===== src/rtl/trng_pkg.sv =====
// ============================================================================
//  Module      : trng_pkg
//  Description : Shared types and default sizing for the TRNG datapath
//                (entropy core, bit packer, FIFO wrapper).
//  Revision    : 1.0 - initial release
// ============================================================================
`default_nettype none

package trng_pkg;

   // Operating states of the entropy post-processing block
   typedef enum logic [1:0] {
      ST_IDLE   = 2'd0,
      ST_WARMUP = 2'd1,
      ST_RUN    = 2'd2,
      ST_FAIL   = 2'd3
   } trng_state_t;

   // Default sizing used by all TRNG blocks unless overridden
   localparam int c_WORD_W      = 64;
   localparam int c_WARMUP_BITS = 4096;
   localparam int c_RCT_CUTOFF  = 40;
   localparam int c_DROP_W      = 16;

endpackage : trng_pkg

`default_nettype wire


===== src/rtl/trng_rct.sv =====
// ============================================================================
//  Module      : trng_rct
//  Description : Repetition-count health test. Counts consecutive identical
//                bits; trip pulses combinationally on the bit that brings the
//                run length to CUTOFF. clear drops all history so the next
//                bit starts a fresh run of 1.
//  Revision    : 1.0 - initial release
// ============================================================================
`default_nettype none

module trng_rct #(
   parameter int CUTOFF = 40
) (
   input  logic clk,
   input  logic rst,
   input  logic data_bit,
   input  logic valid,
   input  logic clear,
   output logic trip
);

   localparam int                 c_CNT_W    = $clog2(CUTOFF + 1);
   localparam logic [c_CNT_W-1:0] c_TRIP_CNT = c_CNT_W'(CUTOFF);

   // A count of zero means "no history": the next bit always starts at 1
   logic [c_CNT_W-1:0] r_count;
   logic               r_prev;
   logic [c_CNT_W-1:0] w_next_count;

   // Run length after the current bit, held at the cutoff instead of wrapping
   always_comb begin
      w_next_count = c_CNT_W'(1);
      if ((r_count != '0) && (data_bit == r_prev)) begin
         if (r_count != c_TRIP_CNT) begin
            w_next_count = r_count + c_CNT_W'(1);
         end else begin
            w_next_count = r_count;
         end
      end
   end

   assign trip = valid && !clear && (w_next_count == c_TRIP_CNT);

   // Run-length history register
   always_ff @(posedge clk or posedge rst) begin
      if (rst) begin
         r_count <= '0;
         r_prev  <= 1'b0;
      end else if (clear) begin
         r_count <= '0;
      end else if (valid) begin
         r_count <= w_next_count;
         r_prev  <= data_bit;
      end
   end

endmodule : trng_rct

`default_nettype wire


===== src/rtl/trng_bit_packer.sv =====
// ============================================================================
//  Module      : trng_bit_packer
//  Description : Takes strobed raw entropy bits, runs a repetition-count
//                health test, discards a warm-up prefix and packs accepted
//                bits MSB-first into WORD_W-bit words for the TRNG FIFO.
//                Words completing while fifo_full is high are dropped and
//                counted in a saturating counter.
//                Build option TRNG_VN_DEBIAS_EN inserts a von Neumann
//                corrector between the health test and the packer.
//  Revision    : 1.0 - initial release
// ============================================================================
`default_nettype none

module trng_bit_packer
   import trng_pkg::*;
#(
   parameter int WORD_W      = c_WORD_W,
   parameter int WARMUP_BITS = c_WARMUP_BITS,
   parameter int RCT_CUTOFF  = c_RCT_CUTOFF,
   parameter int DROP_W      = c_DROP_W
) (
   input  logic              clk,
   input  logic              rst,
   input  logic              enable,
   input  logic              raw_bit,
   input  logic              raw_valid,
   input  logic              fifo_full,
   output logic [WORD_W-1:0] data_out,
   output logic              data_valid,
   output logic              health_fail,
   output logic [DROP_W-1:0] drop_cnt,
   output logic              busy
);

   localparam int                 c_BC_W    = $clog2(WORD_W);
   localparam logic [c_BC_W-1:0]  c_BC_LAST = c_BC_W'(WORD_W - 1);
   localparam int                 c_WU_W    = (WARMUP_BITS > 1) ? $clog2(WARMUP_BITS) : 1;
   localparam logic [c_WU_W-1:0]  c_WU_LAST = c_WU_W'(WARMUP_BITS - 1);

   trng_state_t        r_state;
   logic [WORD_W-2:0]  r_shreg;     // partial word; the MSB is only ever needed at completion
   logic [c_BC_W-1:0]  r_bit_cnt;
   logic [c_WU_W-1:0]  r_wu_cnt;

   logic               w_active;
   logic               w_stop;
   logic               w_bit_ok;
   logic               w_run_bit;
   logic               w_rct_clear;
   logic               w_trip;
   logic               w_acc_valid;
   logic               w_acc_bit;
   logic [WORD_W-1:0]  w_word;

   // Bits are only looked at while running; dropping enable wins over a bit
   // arriving in the same cycle, so that bit never reaches the health test.
   assign w_active    = (r_state == ST_WARMUP) || (r_state == ST_RUN);
   assign w_stop      = w_active && !enable;
   assign w_bit_ok    = raw_valid && w_active && enable;
   assign w_run_bit   = w_bit_ok && (r_state == ST_RUN);
   assign w_rct_clear = (r_state == ST_IDLE) || w_stop;

   trng_rct #(
      .CUTOFF (RCT_CUTOFF)
   ) u_rct (
      .clk      (clk),
      .rst      (rst),
      .data_bit (raw_bit),
      .valid    (w_bit_ok),
      .clear    (w_rct_clear),
      .trip     (w_trip)
   );

`ifdef TRNG_VN_DEBIAS_EN
   logic r_pair_have;
   logic r_pair_bit;

   // Von Neumann pairing of RUN bits; the pair restarts whenever RUN is left
   always_ff @(posedge clk or posedge rst) begin
      if (rst) begin
         r_pair_have <= 1'b0;
         r_pair_bit  <= 1'b0;
      end else if ((r_state != ST_RUN) || w_stop) begin
         r_pair_have <= 1'b0;
         r_pair_bit  <= 1'b0;
      end else if (w_run_bit) begin
         r_pair_have <= !r_pair_have;
         if (!r_pair_have) begin
            r_pair_bit <= raw_bit;
         end
      end
   end

   // 01 -> 0, 10 -> 1: the output equals the first bit of an unequal pair
   assign w_acc_valid = w_run_bit && r_pair_have && (r_pair_bit != raw_bit);
   assign w_acc_bit   = r_pair_bit;
`else
   assign w_acc_valid = w_run_bit;
   assign w_acc_bit   = raw_bit;
`endif

   assign w_word = {r_shreg, w_acc_bit};

   // Control FSM with packer, backpressure handling and registered outputs
   always_ff @(posedge clk or posedge rst) begin
      if (rst) begin
         r_state     <= ST_IDLE;
         r_shreg     <= '0;
         r_bit_cnt   <= '0;
         r_wu_cnt    <= '0;
         data_out    <= '0;
         data_valid  <= 1'b0;
         health_fail <= 1'b0;
         drop_cnt    <= '0;
         busy        <= 1'b0;
      end else begin
         data_valid <= 1'b0;
         unique case (r_state)
            ST_IDLE: begin
               if (enable) begin
                  r_state <= ST_WARMUP;
                  busy    <= 1'b1;
               end
            end
            ST_WARMUP, ST_RUN: begin
               if (w_stop) begin
                  r_state   <= ST_IDLE;
                  busy      <= 1'b0;
                  r_shreg   <= '0;
                  r_bit_cnt <= '0;
                  r_wu_cnt  <= '0;
               end else if (w_trip) begin
                  // Any word completing on the tripping bit is discarded
                  r_state     <= ST_FAIL;
                  health_fail <= 1'b1;
                  busy        <= 1'b0;
               end else if (r_state == ST_WARMUP) begin
                  if (raw_valid) begin
                     if (r_wu_cnt == c_WU_LAST) begin
                        r_state <= ST_RUN;
                     end else begin
                        r_wu_cnt <= r_wu_cnt + c_WU_W'(1);
                     end
                  end
               end else if (w_acc_valid) begin
                  r_shreg <= w_word[WORD_W-2:0];
                  if (r_bit_cnt == c_BC_LAST) begin
                     r_bit_cnt <= '0;
                     if (fifo_full) begin
                        if (drop_cnt != {DROP_W{1'b1}}) begin
                           drop_cnt <= drop_cnt + DROP_W'(1);
                        end
                     end else begin
                        data_out   <= w_word;
                        data_valid <= 1'b1;
                     end
                  end else begin
                     r_bit_cnt <= r_bit_cnt + c_BC_W'(1);
                  end
               end
            end
            ST_FAIL: begin
               // Terminal until reset
               busy <= 1'b0;
            end
            default: begin
               r_state <= ST_FAIL;
            end
         endcase
      end
   end

endmodule : trng_bit_packer

`default_nettype wire


===== config.mk =====
export PLATFORM = sky130hd
export DESIGN_NAME = trng_bit_packer
export DESIGN_NICKNAME = d
export VERILOG_FILES = /design/src/rtl/trng_pkg.sv /design/src/rtl/trng_rct.sv /design/src/rtl/trng_bit_packer.sv
export SDC_FILE = /design/constraint.sdc
export NUM_CORES = 1
export LEC_CHECK = 0
export ABC_CLOCK_PERIOD_IN_PS = 8600
export BUFFER_PORTS_ARGS = -buffer_cell sky130_fd_sc_hd__clkbuf_2
export CORE_MARGIN = 3
export CORE_UTILIZATION = 45
export CTS_BUF_LIST = sky130_fd_sc_hd__clkbuf_8
export CTS_CLUSTER_SIZE = 20
export DETAILED_ROUTE_END_ITERATION = 8
export GPL_ROUTABILITY_DRIVEN = 0
export MAX_ROUTING_LAYER = met4
export PLACE_DENSITY = 0.72
export SKIP_LAST_GASP = 1
export SLEW_MARGIN = 20
export SYNTH_ARGS = -nofsm -noshare
export SYNTH_HDL_FRONTEND = slang
export SYNTH_SLANG_ARGS = --single-unit

===== constraint.sdc =====
create_clock -name clk -period 8.6 [get_ports clk]
set_input_delay 0.86 -clock clk [delete_from_list [all_inputs] [get_ports clk]]
set_output_delay 0.86 -clock clk [all_outputs]
set_load 0.05 [all_outputs]

==> flow_metrics.py, run 1 <==
metrics = {
    "worst_setup_path": {
        "path_buf_inv": 3,
        "path_delay_family": "simple AND/OR/NAND/NOR gates",
        "end_kind": "flip-flop",
        "r2r_cells": 10,
        "reg2reg_to": "data_out[55]",
        "rrSetupSlack_ns": 4.23,
        "crit_top_cell": "buf_4",
        "worstSetupStartpointType": "flip-flop",
        "worstPathCellList": "inv_1 -> ha_1 -> nand4b_1 -> a211oi_2 -> and2_1 -> and4b_1 -> buf_4 -> or3b_4 -> buf_4 -> mux2_1",
        "startpoint": "r_state[0]",
        "r2r-start": "r_state[0]",
        "cp_data_required_time_ns": 8.93,
        "critPathMaxFanout": 33,
        "crit_slowest_cell": "or3b_4",
        "slowest_delay_ns": 0.65,
        "critPathKind": "flip-flop to flip-flop",
        "arrival_ns": 4.70,
    },
    "min_path": {
        "hp-class": "flip-flop to flip-flop",
        "hold_start": "r_bit_cnt[4]",
        "holdPathStages": 1,
        "hold_path_end": "r_bit_cnt[4]",
    },
    "timing": {
        "setup_viol": 0,
        "worstMarginPinSlew_ns": 1.06,
        "slew_viol_final": 0,
        "slew_headroom": 0.288,
        "skew_ns": 0.0172,
        "timing.hold.ws_ns": 0.476,
        "hold_violations": 0,
        "min_period_over_period": 0.508,
        "fin_tns_setup_ns": 0,
        "rsz0062_at_grt": "no",
        "max_freq_ghz": 0.229,
        "min_period_ns": 4.37,
    },
    "final_layout": {
        "final_layout_size_suffix_gt1_frac": 0.256,
        "diodes": 0,
        "fin_nets": 785,
        "area_growth_pct": 12.4,
        "post-route-util": 0.521,
        "nFillCells": 1480,
    },
    "global_route": {
        "grt_antenna_before_repair": 0,
        "grtUsageTotal": 0.165,
        "grt_pass1_wl_mm": 24.4,
        "gr-total-overflow": 0,
        "grt_pass1_vias": 4817,
        "grt_max_degree": 134,
    },
    "cts": {
        "clkSinkCount": 173,
        "clk_latency_ns": 0.44,
        "cts_tree": "built",
        "numCtsBuffers": 17,
        "cts_root_buffer": "clkbuf_8",
        "postCtsHoldBufs": 0,
        "clockBufferDepth": 2,
        "path_clk_slew_ns": 0.09,
        "cts_resized": 0,
        "cts_setup_buffers": 0,
        "h-tree-depth": 4,
    },
    "status": {
        "status": "complete, no violations",
    },
    "synthesis": {
        "ys_ff_latch": 173,
        "syn-cell-area_mm2": 0.00776,
        "synth_area_per_cell_um2": 11.1,
        "synth_edf_count": 0,
        "postSynthCellCount": 697,
        "synth_top_area_share": 0.558,
        "yosysWarnings": 0,
        "yosysTopAreaCell": "dfrtp_1",
        "async_flop_share": 1.00,
        "synthFlopType": "dfrtp_1",
        "synth_area_leaders": "dfrtp_1 56%, mux2_4 12%, nand2_1 7.5%, o21ai_0 5.4%, xor2_1 2.0%",
        "yosysSeqAreaShare": 0.558,
        "synth_cell_types": 54,
        "syn-num-nets": 713,
    },
    "detailed_routing": {
        "antenna_left": 0,
        "wirelength_mm": 14.4,
        "vias_per_cell": 5.21,
        "drt_first_pass_iters": 4,
        "wl_per_cell_um": 14.4,
        "drtIter0Drc": 291,
        "vias": 5220,
        "drc": 0,
    },
    "run": {
        "drv_cap": 0,
    },
    "die": {
        "core_area_mm2": 0.0168,
        "die_h_um": 137,
        "die_w_um": 137,
        "row_count": 47,
        "pin_count": 89,
        "initial_core_util": 0.463,
        "die_area_mm2": 0.0189,
    },
    "placement": {
        "port-buffer-count": 88,
        "post-dp-hpwl_mm": 9.30,
    },
    "power": {
        "pwr-share-clk": 0.338,
        "power_switching_mw": 0.535,
        "swShare": 0.314,
        "p_per_area_mw_per_mm2": 195,
        "leakage_nw": 4.38,
        "irDropWorstVdd_v": 0.000172,
        "total_power_mw": 1.71,
        "p_int_mw": 1.17,
        "seqPwrFrac": 0.519,
        "pwr-share-comb": 0.144,
    },
}
## placed cells by master, fill, tap and decap left out, types with 3 or more instances in the layout
master,instances
dfrtp_1,173
nand2_1,155
clkbuf_2,88
o21ai_0,83
mux2_4,60
nand3_1,22
xor2_1,18
clkbuf_8,18
nor3_1,15
a21oi_1,11
nor2_1,10
ha_1,10
inv_1,8
nand4_1,7
or4_1,5
or3_1,5
o31ai_1,5
buf_4,5
and4_1,4
and3_1,4
o211ai_1,4
mux2_2,4
o41ai_1,4
inv_6,4
nor4_1,4
mux2_1,4
inv_8,4
nand2b_1,3
or2_2,3
## layer usage
metal	up-vias	track usage	part of all wire	wire, um
met5	-	-	0	0
met4	0	0.0488	0.013	186
met3	18	0.0394	0.041	587
met2	106	0.241	0.46	6570
met1	2537	0.232	0.49	7050
li1	2559	-	-	-
## kinds of logic after synthesis
| logic type | share of synthesized area |
|---|---|
| compound gates | 0.0917 |
| xor+xnor | 0.0214 |
| fa+ha+maj | 0.0161 |
| buf+inv | 0.0330 |
| flops | 0.558 |
| mux | 0.128 |
| simple gates | 0.152 |
## stage by stage
stage / area [um2] / setup WS, ns / cells
floorplan: 7760 / 3.05 / 697
global placement: 8300 / 4.34 / 969
detailed placement: 8300 / 4.24 / 969
CTS: 8720 / 4.22 / 1001
global route: 8730 / 3.88 / 1002
finish: 8730 / 4.23 / 1002
## flip-flops by register name, indices dropped and copies added, names as in the netlist
signal,cells
busy,1
r_shreg,63
data_out,64
r_bit_cnt,6
u_rct.r_prev,1
data_valid,1
r_state,2
health_fail,1
u_rct.r_count,6
drop_cnt,16
r_wu_cnt,12
## area by class of cell
type	count	area, um2	share of cell area
clock buffer	18	248	0.0284
clock inverter	14	166	0.0191
inverter	9	38.8	0.00444
multi-input combinational	474	3180	0.365
sequential	173	4330	0.496
tap	220	275	0.0315
timing repair buffer	94	489	0.0560
## worst reg2reg max path, delay by kind of cell, from the launching register on
family          cells  cell delay, ns
compound gates      1            0.50
fa+ha+maj           1            0.56
mux                 1            0.39
simple gates        4            1.37
flops               1            0.39
buf+inv             3            1.05
## worst max path at each step
stage	to	depth (start not counted)	slack (ns)
6_report	data_out[55]	10	4.23
5_1_grt	data_out[54]	10	3.88
4_1_cts	data_out[55]	10	4.22
3_5_place_dp	data_out[55]	10	4.24
3_3_place_gp	data_out[56]	9	4.34
2_1_floorplan	busy	1	3.05
## power by group through the flow
| stage | sequential, mW | combinational, mW | clock (mW) |
|---|---|---|---|
| 2_1_floorplan | 0.899 | 0.192 | 0 |
| 3_3_place_gp | 0.899 | 0.239 | 0 |
| 3_5_place_dp | 0.901 | 0.245 | 0 |
| 4_1_cts | 0.885 | 0.245 | 0.596 |
| 5_1_grt | 0.891 | 0.286 | 0.629 |
| 6_report | 0.884 | 0.245 | 0.576 |
## cell usage after synthesis, types with 7 or more instances
master / number
dfrtp_1: 173
nand2_1: 155
o21ai_0: 83
mux2_4: 60
clkbuf_1: 22
nand3_1: 22
xor2_1: 18
nor3_1: 15
a21oi_1: 11
buf_2: 10
ha_1: 10
nor2_1: 10
inv_1: 9
buf_6: 7
nand4_1: 7
Note: power is estimated with default switching activity, not from simulation.
==> run 2: changes to the inputs <==
--- a/config.mk
+++ b/config.mk
@@ -5,7 +5,8 @@
 export SDC_FILE = /design/constraint.sdc
 export NUM_CORES = 1
 export LEC_CHECK = 0
-export ABC_CLOCK_PERIOD_IN_PS = 8600
+export ABC_AREA = 1
+export ABC_CLOCK_PERIOD_IN_PS = 4000
 export BUFFER_PORTS_ARGS = -buffer_cell sky130_fd_sc_hd__clkbuf_2
 export CORE_MARGIN = 3
 export CORE_UTILIZATION = 45
@@ -14,7 +15,7 @@
 export DETAILED_ROUTE_END_ITERATION = 8
 export GPL_ROUTABILITY_DRIVEN = 0
 export MAX_ROUTING_LAYER = met4
-export PLACE_DENSITY = 0.72
+export PLACE_DENSITY = 0.75
 export SKIP_LAST_GASP = 1
 export SLEW_MARGIN = 20
 export SYNTH_ARGS = -nofsm -noshare
==> constraint.sdc (replaced) <==
create_clock -name clk -period 4 [get_ports clk]
set_input_delay 0.4 -clock clk [delete_from_list [all_inputs] [get_ports clk]]
set_output_delay 0.4 -clock clk [all_outputs]
set_load 0.05 [all_outputs]
==> run 2 against run 1 <==
Compared with the run above:
- via count is 15% higher
- utilization is 0.80 points higher
- routed wire length is 7.3% higher
- combinational power grew to 3.6 times the previous value
- global-route usage is 1.1 points higher
- register-to-register slack worse by 3.3 ns
- area after synthesis is 0.27% higher
- critical path type unchanged
==> flow_metrics.py, run 2 <==
metrics = {
    "timing": {
        "min_period_over_period": 0.766,
        "slew_headroom": 0.590,
        "slew_viol_final": 0,
        "skew_ns": 0.0124,
        "worstMarginPinSlew_ns": 0.614,
        "fin_tns_setup_ns": 0,
        "finalWorstSetupSlack_ns": 0.937,
        "hold_violations": 0,
        "setup_viol": 0,
        "min_period_ns": 3.06,
        "rsz0062_at_grt": "no",
        "timing.hold.ws_ns": 0.234,
        "max_freq_ghz": 0.327,
    },
    "placement": {
        "pre_cts_slack_ns": 0.945,
        "post-dp-hpwl_mm": 10.5,
        "port-buffer-count": 88,
    },
    "worst_setup_path": {
        "slowest_delay_ns": 0.45,
        "crit_slowest_cell": "nand2_2",
        "worstPathCellList": "inv_1 -> ha_1 -> inv_1 -> nor2_4 -> nor2_2 -> nand2_2 -> nor2_2 -> nand3_2 -> nor2_2 -> nand2_2 -> nand2_2 -> inv_2 -> buf_4 -> nand2_1 -> nand2_1",
        "cp_data_required_time_ns": 4.36,
        "arrival_ns": 3.42,
        "critPathKind": "flip-flop to flip-flop",
        "worstSetupStartpointType": "flip-flop",
        "end_kind": "flip-flop",
        "critPathMaxFanout": 28,
    },
    "final_layout": {
        "fin_nets": 1013,
        "diodes": 0,
        "top_register": "data_out",
        "final_common_cell": "nand2_1",
        "area_growth_pct": 13.9,
        "largest_register_ffs": 64,
        "final_cell_mix": "432 x nand2_1, 173 x dfrtp_1, 88 x clkbuf_2",
        "reg_top3": "data_out x64, r_shreg x63, drop_cnt x16",
        "final_layout_size_suffix_gt1_frac": 0.180,
    },
    "cts": {
        "h-tree-depth": 4,
        "clockBufferDepth": 2,
        "cts_tree": "built",
        "numCtsBuffers": 17,
        "clkSinkCount": 173,
        "cts_root_buffer": "clkbuf_8",
        "path_clk_slew_ns": 0.09,
        "clk_latency_ns": 0.47,
    },
    "run": {
        "drv_cap": 0,
    },
    "synthesis": {
        "synth.most_common_cell": "nand2_1",
        "synthFlopType": "dfrtp_1",
        "synth_area_leaders": "dfrtp_1 56%, nand2_1 21%, o21ai_0 4.4%, o21ai_2 3.4%, inv_1 2.1%",
        "synth_cell_types": 32,
        "async_flop_share": 1.00,
        "synth_top_area_share": 0.556,
        "syn-cell-area_mm2": 0.00778,
        "synth_edf_count": 0,
        "yosysTopAreaCell": "dfrtp_1",
        "yosysWarnings": 0,
        "yosysSeqAreaShare": 0.556,
        "ys_ff_latch": 173,
        "postSynthCellCount": 920,
        "synth_commonest_cells": "433 x nand2_1, 173 x dfrtp_1, 69 x o21ai_0, 43 x inv_1, 30 x o21ai_2",
        "syn-num-nets": 936,
        "synth_area_per_cell_um2": 8.46,
    },
    "detailed_routing": {
        "wirelength_mm": 15.5,
        "antenna_left": 0,
        "vias_per_cell": 4.87,
        "drtIter0Drc": 325,
        "drt_first_pass_iters": 4,
        "drc": 0,
        "vias": 5992,
        "wl_per_cell_um": 12.6,
    },
    "status": {
        "status": "complete, no violations",
    },
    "power": {
        "irDropWorstVdd_v": 0.000314,
        "leakage_nw": 4.53,
        "p_per_area_mw_per_mm2": 467,
        "total_power_mw": 4.14,
    },
    "global_route": {
        "grt_pass1_wl_mm": 26.2,
        "grtUsageTotal": 0.176,
        "grt_pass1_vias": 5543,
        "grt_antenna_before_repair": 0,
        "grt_max_degree": 59,
        "gr-total-overflow": 0,
    },
    "die": {
        "initial_core_util": 0.464,
        "die_h_um": 138,
        "row_count": 47,
        "die_area_mm2": 0.0189,
        "core_area_mm2": 0.0168,
        "pin_count": 89,
        "die_w_um": 138,
    },
    "min_path": {
        "hp-class": "input pin to flip-flop",
    },
}
run 2: cell count changes in the layout (fill, tap and decap cells not counted), sizes merged, moves of 7 or more:
cell and delta:
nor2 +16, o21ai +16, mux2 -68, nand3 +8, inv +31, a21oi -7
nand2 +282
run 2: cells by family after synthesis:
family,synth area share
buf+inv,0.0506
simple gates,0.269
fa+ha+maj,0.0161
compound gates,0.0833
xor+xnor,0.0248
flops,0.556
run 2: layout make-up:
cell class | count | area [um2]
Fill cell | 1567 | 7900
Sequential cell | 173 | 4330
Multi-Input combinational cell | 660 | 3070
Timing Repair Buffer | 101 | 586
Clock buffer | 20 | 275
Tap cell | 220 | 275
Inverter | 44 | 169
Clock inverter | 12 | 160
run 2: layer usage:
metal	track usage	up-vias	wire, um
met3	0.0394	15	682
li1	-	3053	-
met2	0.276	111	7250
met1	0.232	2813	7340
met4	0.0532	0	176
met5	-	-	0
run 2: path summary, 6_finish.rpt:
kind	start	end	slack, ns	cells after the start
setup / recovery	r_state[0]	data_out[62]	0.94	15
hold / removal	raw_bit	u_rct.r_prev	0.23	3
setup reg to reg	r_state[0]	data_out[62]	0.94	15
hold reg to reg	data_out[13]	data_out[13]	0.48	2
max in group asynchronous	rst	data_out[41]	2.71	4
min in group asynchronous	rst	r_shreg[7]	0.51	3
run 2: worst max-delay path: cells and delay by family, from the launching register on:
kind	cells	cell delay (ns)
fa+ha+maj	1	0.37
buf+inv	4	0.85
flops	1	0.41
simple gates	10	1.32
run 2: metrics by stage:
step	utilization	cell area (um2)	std cells
detailed placement	0.501	8390	1196
global placement	0.501	8390	1196
floorplan	-	7790	920
global route	0.529	8860	1230
finish	0.529	8860	1230
CTS	0.527	8820	1228
run 2: what timing repair did:
item	CTS	global route
hold endpoints to repair	0	17
gates resized for setup	0	0
hold buffers	0	1
buffers inserted	0	0
run 2: where the power goes:
group / leakage, nW / internal [mW] / total [mW] / switching, mW
clock network: 0.219 / 0.674 / 1.32 / 0.641
registers: 2.39 / 1.84 / 1.94 / 0.0915
logic: 1.92 / 0.232 / 0.885 / 0.654
==> run 3: changes to the inputs <==
--- a/config.mk
+++ b/config.mk
@@ -6,7 +6,7 @@
 export NUM_CORES = 1
 export LEC_CHECK = 0
 export ABC_AREA = 1
-export ABC_CLOCK_PERIOD_IN_PS = 4000
+export ABC_CLOCK_PERIOD_IN_PS = 3000
 export BUFFER_PORTS_ARGS = -buffer_cell sky130_fd_sc_hd__clkbuf_2
 export CORE_MARGIN = 3
 export CORE_UTILIZATION = 45
@@ -15,7 +15,7 @@
 export DETAILED_ROUTE_END_ITERATION = 8
 export GPL_ROUTABILITY_DRIVEN = 0
 export MAX_ROUTING_LAYER = met4
-export PLACE_DENSITY = 0.75
+export PLACE_DENSITY = 0.72
 export SKIP_LAST_GASP = 1
 export SLEW_MARGIN = 20
 export SYNTH_ARGS = -nofsm -noshare
==> constraint.sdc (replaced) <==
create_clock -name clk -period 3 [get_ports clk]
set_input_delay 0.3 -clock clk [delete_from_list [all_inputs] [get_ports clk]]
set_output_delay 0.3 -clock clk [all_outputs]
set_load 0.05 [all_outputs]
==> run 3 against run 2 <==
Compared with the run above:
- sequential power grew 33%
- clock power grew 31%
- first-iteration DRC count grew 66%
- register-to-register slack lost 0.56 ns
- maximum frequency grew 17%
- sequential share of layout area grew 0.22 points
- die area is the same
- critical path depth is the same
- non-clock buffer count shrank 1
- critical endpoint is now r_shreg[46]
==> flow_metrics.py, run 3 (synthesis gave the netlist of run 2 again) <==
metrics = {
    "power": {
        "irDropWorstVdd_v": 0.000454,
        "leakage_nw": 4.53,
        "p_per_area_mw_per_mm2": 625,
    },
    "cts": {
        "clkSinkCount": 173,
        "cts_tree": "built",
        "clockBufferDepth": 2,
        "cts_setup_buffers": 0,
        "postCtsHoldBufs": 0,
        "cts_resized": 0,
        "clk_latency_ns": 0.45,
        "h-tree-depth": 4,
        "cts_root_buffer": "clkbuf_8",
        "path_clk_slew_ns": 0.08,
        "numCtsBuffers": 17,
    },
    "detailed_routing": {
        "vias_per_cell": 4.85,
        "vias": 5966,
        "wirelength_mm": 15.3,
        "drc": 0,
        "antenna_left": 0,
        "drt_first_pass_iters": 5,
        "wl_per_cell_um": 12.4,
        "drtIter0Drc": 538,
    },
    "worst_setup_path": {
        "worstSetupStartpointType": "flip-flop",
        "cp_data_required_time_ns": 3.32,
        "critPathKind": "flip-flop to flip-flop",
        "arrival_ns": 2.94,
        "rrSetupSlack_ns": 0.37,
        "slowest_delay_ns": 0.41,
        "r2r-start": "r_state[1]",
        "reg2reg_to": "r_shreg[46]",
        "critPathMaxFanout": 92,
        "worstPathCellList": "inv_1 -> ha_1 -> inv_1 -> nor2_4 -> nor2_2 -> nand2_2 -> nor2_2 -> nand3_2 -> nor2_2 -> nand2_2 -> nand2_2 -> inv_2 -> nand2_4 -> buf_12 -> o21ai_0",
        "crit_slowest_cell": "dfrtp_1",
        "end_kind": "flip-flop",
        "r2r_cells": 15,
    },
    "final_layout": {
        "diodes": 0,
        "final_cell_mix": "432 x nand2_1, 173 x dfrtp_1, 88 x clkbuf_2",
        "area_growth_pct": 13.3,
        "fin_nets": 1012,
        "nFillCells": 1591,
        "final_layout_size_suffix_gt1_frac": 0.176,
        "reg_top3": "data_out x64, r_shreg x63, drop_cnt x16",
        "top_register": "data_out",
        "largest_register_ffs": 64,
        "final_common_cell": "nand2_1",
    },
    "timing": {
        "timing.hold.ws_ns": 0.0816,
        "hold_violations": 0,
        "fin_tns_setup_ns": 0,
        "setup_viol": 0,
        "rsz0062_at_grt": "no",
        "min_period_over_period": 0.876,
        "skew_ns": 0.0104,
        "slew_viol_final": 0,
        "min_period_ns": 2.63,
        "slew_headroom": 0.387,
        "max_freq_ghz": 0.381,
        "worstMarginPinSlew_ns": 0.920,
    },
    "global_route": {
        "grt_antenna_before_repair": 0,
        "gr-total-overflow": 0,
        "grt_max_degree": 174,
        "grt_pass1_wl_mm": 25.9,
        "grt_pass1_vias": 5377,
        "grtUsageTotal": 0.176,
    },
    "die": {
        "die_area_mm2": 0.0189,
        "initial_core_util": 0.464,
        "core_area_mm2": 0.0168,
        "pin_count": 89,
        "row_count": 47,
        "die_h_um": 138,
        "die_w_um": 138,
    },
    "min_path": {
        "hp-class": "input pin to async pin",
    },
    "run": {
        "drv_cap": 0,
    },
    "placement": {
        "port-buffer-count": 88,
        "post-dp-hpwl_mm": 9.98,
    },
    "status": {
        "status": "complete, no violations",
    },
}
run 3: area by class of cell:
| type | count | area, um2 | share of cell area |
|---|---|---|---|
| clock buffer | 18 | 248 | 0.0281 |
| clock inverter | 14 | 178 | 0.0201 |
| inverter | 44 | 169 | 0.0191 |
| multi-input combinational | 660 | 3070 | 0.348 |
| timing repair buffer | 100 | 556 | 0.0630 |
| sequential | 173 | 4330 | 0.491 |
| tap | 220 | 275 | 0.0312 |
run 3: metrics by stage:
| stage | setup slack (ns) | instance area, um2 | std cells | utilization | total power, mW |
|---|---|---|---|---|---|
| after floorplan | 0.489 | 7790 | 920 | - | 3.65 |
| after global placement | 0.514 | 8400 | 1197 | 0.501 | 3.81 |
| after detailed placement | 0.402 | 8400 | 1197 | 0.501 | 3.83 |
| after CTS | 0.392 | 8820 | 1229 | 0.526 | 5.57 |
| after global routing | 0.0518 | 8820 | 1229 | 0.526 | 5.86 |
| final | 0.373 | 8820 | 1229 | 0.526 | 5.51 |
run 3: critical path, delay by kind of cell (launching register included):
kind / cells / cell delay [ns]
DFF: 1 / 0.41
AOI/OAI and AO/OA: 1 / 0.14
and+or+nand+nor: 9 / 0.94
adders and majority gates: 1 / 0.36
buffers and inverters: 4 / 0.61
run 3: where the power goes:
group,switching (mW),internal (mW)
registers,0.122,2.46
logic,0.876,0.323
clock network,0.815,0.919
run 3: worst max-delay path by stage:
stage          slack (ns)        from  cells after the start          end
3_3_place_gp         0.51  r_state[1]                     15  drop_cnt[2]
4_1_cts              0.39  r_state[1]                     15  r_shreg[33]
5_1_grt              0.05  r_state[1]                     16  r_shreg[45]
6_report             0.37  r_state[1]                     15  r_shreg[46]
2_1_floorplan        0.49         rst                      1         busy
3_5_place_dp         0.40  r_state[1]                     15  r_shreg[33]
run 3: routing by layer:
layer	vias to the layer above	GRT usage	routed length [um]
met4	0	0.0516	181
li1	3041	-	-
met2	124	0.250	6690
met1	2787	0.251	7700
met5	-	-	0
met3	14	0.0431	722
